==> config.mk <==
export PLATFORM = sky130hd
export DESIGN_NAME = text_console_ctrl
export DESIGN_NICKNAME = d
export VERILOG_FILES = /design/src/rtl/text_console_ctrl.sv
export SDC_FILE = /design/constraint.sdc
export NUM_CORES = 1
export LEC_CHECK = 0
export CORE_UTILIZATION = 45
export CTS_CLUSTER_SIZE = 30
export DETAILED_ROUTE_END_ITERATION = 8
export GPL_TIMING_DRIVEN = 0
export SETUP_SLACK_MARGIN = 0.02
export SLEW_MARGIN = 20
export SYNTH_ARGS = -nofsm -noshare
export SYNTH_HDL_FRONTEND = slang
export SYNTH_SLANG_ARGS = --single-unit
export TNS_END_PERCENT = 1
==> constraint.sdc <==
create_clock -name clk_50m -period 4.7 [get_ports clk_50m]
set_clock_uncertainty 0.1 [all_clocks]
set_input_delay 0.94 -clock clk_50m [delete_from_list [all_inputs] [get_ports clk_50m]]
set_output_delay 0.94 -clock clk_50m [all_outputs]
set_load 0.01 [all_outputs]
==> src/rtl/text_console_ctrl.sv <==
// text_console_ctrl: keyboard-driven writer for a COLS x 2^RW character buffer.
// Tracks the cursor, scrolls by rotating line_offset, and clears rows/screen
// one buffer word per cycle.
module text_console_ctrl #(
   parameter int COLS = 70,
   parameter int ROWS = 30,
   parameter int CW   = 7,
   parameter int RW   = 5,
   parameter int TAB  = 4
) (
   input  logic             clk_50m,
   input  logic             BTNC,
   input  logic             key_valid,
   input  logic [7:0]       key_char,
   output logic             key_ready,
   output logic             wr_en,
   output logic [CW+RW-1:0] wr_addr,
   output logic [7:0]       wr_data,
   output logic [CW-1:0]    h_cur,
   output logic [RW-1:0]    v_cur,
   output logic [RW-1:0]    line_offset
);

   localparam int unsigned   DEPTH     = 2**RW;
   localparam logic [CW-1:0] LAST_COL  = CW'(COLS - 1);
   localparam logic [RW-1:0] LAST_ROW  = RW'(ROWS - 1);
   localparam logic [RW-1:0] LAST_PHYS = '1;
   localparam logic [CW-1:0] TAB_MASK  = CW'(TAB - 1);

   localparam logic [7:0] CH_BS    = 8'h08;
   localparam logic [7:0] CH_TAB   = 8'h09;
   localparam logic [7:0] CH_CLEAR = 8'h0C;
   localparam logic [7:0] CH_ENTER = 8'h0D;

   typedef enum logic [1:0] {IDLE, EXEC, CLR_ROW, CLR_ALL} state_t;

   state_t        state;
   logic          boot_clear;
   logic [7:0]    cmd;
   logic [CW-1:0] clr_col;
   logic [RW-1:0] clr_row;
   logic [CW-1:0] line_end [DEPTH];

   logic [RW-1:0] cur_prow;
   logic [RW-1:0] prev_prow;
   logic [RW-1:0] next_prow;
   logic [CW-1:0] h_inc;
   logic [CW-1:0] bs_col;
   logic [RW-1:0] bs_v;
   logic [RW-1:0] bs_prow;
   logic          nl_req;
   logic [CW-1:0] nl_end;
   logic          tab_more;

   // Physical rows around the cursor; all row arithmetic wraps at 2^RW.
   always_comb begin
      cur_prow  = v_cur + line_offset;
      prev_prow = cur_prow - RW'(1);
      next_prow = cur_prow + RW'(1);
      h_inc     = h_cur + CW'(1);
   end

   // Backspace target: step left, else jump to the end of the previous line, else stay at (0,0).
   always_comb begin
      bs_col  = h_cur;
      bs_v    = v_cur;
      bs_prow = cur_prow;
      if (h_cur != '0) begin
         bs_col = h_cur - CW'(1);
      end else if (v_cur != '0) begin
         bs_v    = v_cur - RW'(1);
         bs_prow = prev_prow;
         bs_col  = line_end[prev_prow];
      end
   end

   // Newline / tab-continuation decode for the EXEC cycle of enter, printable and tab.
   always_comb begin
      nl_req = 1'b0;
      nl_end = LAST_COL;
      if (cmd == CH_ENTER) begin
         nl_req = 1'b1;
         nl_end = h_cur;
      end else if (h_cur == LAST_COL) begin
         nl_req = 1'b1;
      end
      tab_more = (cmd == CH_TAB) && ((h_inc & TAB_MASK) != '0);
   end

   // Controller: outputs are registered one edge ahead so each write lines up with
   // the state cycle that owns it. Tab fill re-runs EXEC once per filled column.
   always_ff @(posedge clk_50m) begin
      if (BTNC) begin
         state       <= IDLE;
         boot_clear  <= 1'b1;
         cmd         <= '0;
         clr_col     <= '0;
         clr_row     <= '0;
         h_cur       <= '0;
         v_cur       <= '0;
         line_offset <= '0;
         key_ready   <= 1'b0;
         wr_en       <= 1'b0;
         wr_addr     <= '0;
         wr_data     <= '0;
      end else begin
         wr_en <= 1'b0;
         case (state)
            IDLE: begin
               if (boot_clear) begin
                  boot_clear <= 1'b0;
                  state      <= CLR_ALL;
                  clr_col    <= '0;
                  clr_row    <= '0;
                  wr_en      <= 1'b1;
                  wr_addr    <= '0;
                  wr_data    <= '0;
               end else if (key_valid && key_ready) begin
                  cmd       <= key_char;
                  key_ready <= 1'b0;
                  state     <= EXEC;
                  case (key_char)
                     CH_ENTER, CH_CLEAR: begin
                     end
                     CH_BS: begin
                        wr_en   <= 1'b1;
                        wr_addr <= {bs_col, bs_prow};
                        wr_data <= '0;
                     end
                     CH_TAB: begin
                        wr_en   <= 1'b1;
                        wr_addr <= {h_cur, cur_prow};
                        wr_data <= '0;
                     end
                     default: begin
                        wr_en   <= 1'b1;
                        wr_addr <= {h_cur, cur_prow};
                        wr_data <= key_char;
                     end
                  endcase
               end
            end

            EXEC: begin
               if (cmd == CH_CLEAR) begin
                  state   <= CLR_ALL;
                  clr_col <= '0;
                  clr_row <= '0;
                  wr_en   <= 1'b1;
                  wr_addr <= '0;
                  wr_data <= '0;
               end else if (cmd == CH_BS) begin
                  h_cur     <= bs_col;
                  v_cur     <= bs_v;
                  state     <= IDLE;
                  key_ready <= 1'b1;
               end else if (nl_req) begin
                  line_end[cur_prow] <= nl_end;
                  h_cur              <= '0;
                  if (v_cur < LAST_ROW) begin
                     v_cur     <= v_cur + RW'(1);
                     state     <= IDLE;
                     key_ready <= 1'b1;
                  end else begin
                     // Scroll: the row below the cursor becomes the new bottom row.
                     line_offset         <= line_offset + RW'(1);
                     line_end[next_prow] <= '0;
                     state               <= CLR_ROW;
                     clr_col             <= '0;
                     wr_en               <= 1'b1;
                     wr_addr             <= {{CW{1'b0}}, next_prow};
                     wr_data             <= '0;
                  end
               end else if (tab_more) begin
                  h_cur   <= h_inc;
                  wr_en   <= 1'b1;
                  wr_addr <= {h_inc, cur_prow};
                  wr_data <= '0;
               end else begin
                  h_cur     <= h_inc;
                  state     <= IDLE;
                  key_ready <= 1'b1;
               end
            end

            CLR_ROW: begin
               if (clr_col == LAST_COL) begin
                  state     <= IDLE;
                  key_ready <= 1'b1;
               end else begin
                  clr_col <= clr_col + CW'(1);
                  wr_en   <= 1'b1;
                  wr_addr <= {clr_col + CW'(1), cur_prow};
                  wr_data <= '0;
               end
            end

            CLR_ALL: begin
               // line_end is zeroed row by row as the sweep finishes each row.
               if (clr_col == LAST_COL) begin
                  line_end[clr_row] <= '0;
               end
               if (clr_col == LAST_COL && clr_row == LAST_PHYS) begin
                  h_cur       <= '0;
                  v_cur       <= '0;
                  line_offset <= '0;
                  state       <= IDLE;
                  key_ready   <= 1'b1;
               end else if (clr_col == LAST_COL) begin
                  clr_col <= '0;
                  clr_row <= clr_row + RW'(1);
                  wr_en   <= 1'b1;
                  wr_addr <= {{CW{1'b0}}, clr_row + RW'(1)};
                  wr_data <= '0;
               end else begin
                  clr_col <= clr_col + CW'(1);
                  wr_en   <= 1'b1;
                  wr_addr <= {clr_col + CW'(1), clr_row};
                  wr_data <= '0;
               end
            end

            default: state <= IDLE;
         endcase
      end
   end

endmodule

==> results of run 1 <==
-- worst min-delay path, delay by kind of cell (launching register included) --
kind | cells | cell delay, ps
AOI/OAI and AO/OA | 1 | 50
and+or+nand+nor | 1 | 50
DFF | 1 | 310
-- power by group through the flow --
stage               Clock [mW]  Sequential [mW]  Combinational [mW]
floorplan                    0             2.69                1.67
global placement             0             2.68                2.60
detailed placement           0             2.68                2.61
CTS                       2.51             2.63                2.68
global route              2.61             2.64                2.88
finish                    2.48             2.63                2.74
-- cell type report --
type | count | area, µm²
inverter | 11 | 41.3
multi-input combinational | 1212 | 8270
clock inverter | 7 | 106
timing repair buffer | 53 | 533
clock buffer | 47 | 926
tap | 402 | 503
fill | 3030 | 15000
buffer | 96 | 435
sequential | 286 | 5730
-- path summary, 6_finish.rpt --
| kind | depth (start not counted) | slack [ps] | end |
|---|---|---|---|
| worst max-delay path | 13 | 150 | wr_addr[10] |
| worst max register to register | 13 | 150 | wr_addr[10] |
| worst min-delay path | 2 | 350 | wr_data[0] |
| worst min register to register | 2 | 350 | wr_data[0] |
-- Yosys cell counts (all sizes together), types with 10 or more instances --
master / count / area [µm²]
ha: 22 / 275
clkbuf: 65 / 244
dfxtp: 286 / 5730
nor3: 23 / 115
xnor2: 19 / 193
o21ai: 45 / 225
nor2: 280 / 1080
nand3: 76 / 380
mux2i: 191 / 1910
and2: 11 / 68.8
a21oi: 136 / 699
mux4: 56 / 1260
xor2: 17 / 175
inv: 11 / 41.3
buf: 31 / 163
a211oi: 10 / 75.1
nand2: 193 / 724
-- through the flow --
step / area [µm²] / total power, mW
3_3_place_gp: 15400 / 5.28
3_5_place_dp: 15400 / 5.29
6_report: 16500 / 7.85
5_1_grt: 16500 / 8.13
2_1_floorplan: 14400 / 4.36
4_1_cts: 16500 / 7.82
-- state kept, by name (all words and copies together), names as in the netlist --
signal       count
clr_row          5
state            2
boot_clear       1
key_ready        1
line_offset      5
v_cur            5
line_end       224
wr_addr         12
cmd              8
clr_col          7
h_cur            7
wr_data          8
wr_en            1
-- cell usage in the layout, fill, tap and decap left out, types with 9 or more instances in the layout --
| cell | count |
|---|---|
| mux2i_1 | 190 |
| a21oi_1 | 133 |
| o22ai_1 | 9 |
| nand3_1 | 76 |
| inv_1 | 11 |
| clkbuf_8 | 9 |
| xnor2_1 | 17 |
| nor2_1 | 275 |
| buf_2 | 22 |
| o21ai_0 | 38 |
| dfxtp_1 | 286 |
| nand2_1 | 193 |
| mux4_2 | 56 |
| ha_1 | 22 |
| nor3_1 | 22 |
| xor2_1 | 15 |
| a211oi_1 | 10 |
| and2_1 | 11 |
| clkbuf_16 | 31 |
| clkdlybuf4s50_1 | 49 |
| clkbuf_1 | 66 |
-- kinds of logic after synthesis --
logic type / after synthesis
DFF: 286
adders and majority gates: 24
xor gates and xnor gates: 36
AOI/OAI and AO/OA: 259
and+or+nand+nor: 640
buffers and inverters: 107
muxes: 253
-- what timing repair did --
item / 4_1_cts / 5_1_grt
hold buffers: 0 / 0
pin swaps: 1 / 0
gates resized for setup: 10 / 14
setup buffers: 3 / 0
setup endpoints to repair: 11 / 8
-- layer usage --
layer / vias up / share of wire, % / routed length [µm] / track usage, %
li1: 5835 / - / - / -
met1: 6084 / 42 / 20500 / 39.6
met2: 594 / 46 / 22700 / 48.7
met3: 129 / 7.6 / 3770 / 4.13
met4: 0 / 4.7 / 2310 / 13.1
met5: - / 0 / 0 / 0
==> results.py, run 1 <==
metrics = {
    "layout": {
        "final_nets": 1726,
        "drive_gt1_share_pct": 10.0,
        "num_antenna_cells": 0,
        "syn2layout_area_growth_pct": 14.6,
        "instances_no_fill": 2114,
        "final_util_pct": 52.4,
    },
    "synth": {
        "synth_warnings": 0,
        "async_reset_ff_share_pct": 0,
        "synth-compound-area-share_pct": 10.9,
        "yosysSeqAreaShare_pct": 39.7,
        "synth-edff-count": 0,
        "synthesis.area_um2": 14400,
        "yosys-mux-area-fraction_pct": 22.5,
        "synth-simple-area-share_pct": 19.1,
        "synthFlopType": "dfxtp_1",
        "synth-seq-cells": 286,
        "synth_top_family_by_area": "multiplexers",
        "synthAdderAreaFrac_pct": 2.19,
        "synth-xor-area-share_pct": 2.55,
        "synth.net_count": 1640,
        "synthCells": 1605,
        "avgSynthCellArea_um2": 8.99,
        "ys_types": 74,
    },
    "min_path": {
        "hold_start": "wr_data[0]",
        "hold_path_class": "flop to flop",
    },
    "pwr": {
        "swShare_pct": 35.8,
        "combPwrFrac_pct": 34.9,
        "peakVddDrop_uv": 305,
        "cellPowerDensity_nw_per_um2": 475,
        "switchingPower_mw": 2.82,
        "p_seq_share_pct": 33.5,
        "p_int_mw": 5.04,
        "power_frac_clock_pct": 31.6,
        "leakage_nw": 6.85,
    },
    "global_routing": {
        "grt_usage_pct": 29.9,
        "antenna_found_initial": 0,
        "grt_pass1_vias": 11841,
        "grt_max_degree": 17,
        "overflow": 0,
        "grt_pass1_wl_um": 74300,
    },
    "worst_setup_path": {
        "cpPeakStageDelay_ps": 520,
        "crit_fanout": 10,
        "cp_top_family": "multiplexers",
        "crit_path_top_delay_cell": "dfxtp_1",
        "r2r-start": "v_cur[0]",
        "start_kind": "flop",
        "path_cells": "ha_1 -> fa_1 -> ha_1 -> clkbuf_2 -> clkbuf_4 -> mux4_2 -> mux2i_1 -> mux2i_1 -> mux2_1 -> a22oi_1 -> a21oi_1 -> o22ai_1 -> nor2_1",
        "critical_path_class": "flop to flop",
        "crit_buf_inv": 2,
        "arrival_ps": 4890,
        "critPathRequiredTime_ps": 5040,
        "end_kind": "flop",
        "crit_start": "v_cur[0]",
    },
    "floorplanning": {
        "dieArea_um2": 32800,
        "initial_utilization_pct": 45.7,
        "num_io_pins": 50,
        "core_um2": 31600,
        "chipWidth_um": 181,
        "die_h_um": 181,
        "rows": 65,
    },
    "placed_design": {
        "placed_cells": 2057,
        "gp_congestion": 0.971,
        "io_buffers": 49,
        "place.detailed.hpwl_um": 35100,
        "post-place-ws_ps": -541,
    },
    "sta": {
        "finalHoldViolations": 0,
        "rsz0062_at_grt": "no",
        "setup_viol": 0,
        "finalWorstSetupSlack_ps": 150,
        "min_period_ps": 4550,
        "worst_pin_slew_ps": 1080,
        "holdWs_ps": 351,
        "finalSetupTns_ps": 0,
        "final_max_slew_viol_count": 0,
        "slew_headroom_pct": 27.7,
        "period_share_pct": 96.8,
        "timing.fmax_mhz": 220,
    },
    "clock_tree": {
        "root_buffer": "clkbuf_16",
        "path_clk_slew_ps": 60,
        "clock_latency_ps": 590,
        "htree_levels": 1,
        "clockBufferDepth": 3,
        "cts_tree": "done",
        "cts_buffers": 31,
        "clock-sinks": 286,
    },
    "routing": {
        "drt-wirelength-per-cell_um": 23.3,
        "drt_iter0_drc": 1239,
        "routed_wl_um": 49300,
        "drt-pass1-iter-count": 6,
        "drc": 0,
        "ant_nets": 0,
        "vias": 12642,
        "via_per_inst": 5.98,
    },
    "job": {
        "maxCapViolCount": 0,
    },
    "outcome": {
        "status": "finished clean",
    },
}
Power figures use the tool's default switching activity.
==> inputs of run 2 (changes only) <==
--- a/config.mk
+++ b/config.mk
@@ -5,6 +5,7 @@
 export SDC_FILE = /design/constraint.sdc
 export NUM_CORES = 1
 export LEC_CHECK = 0
+export CAP_MARGIN = 10
 export CORE_UTILIZATION = 45
 export CTS_CLUSTER_SIZE = 30
 export DETAILED_ROUTE_END_ITERATION = 8
==> results of run 2 <==
Same layout as run 1: the final DEF is identical, and so are final timing and power.
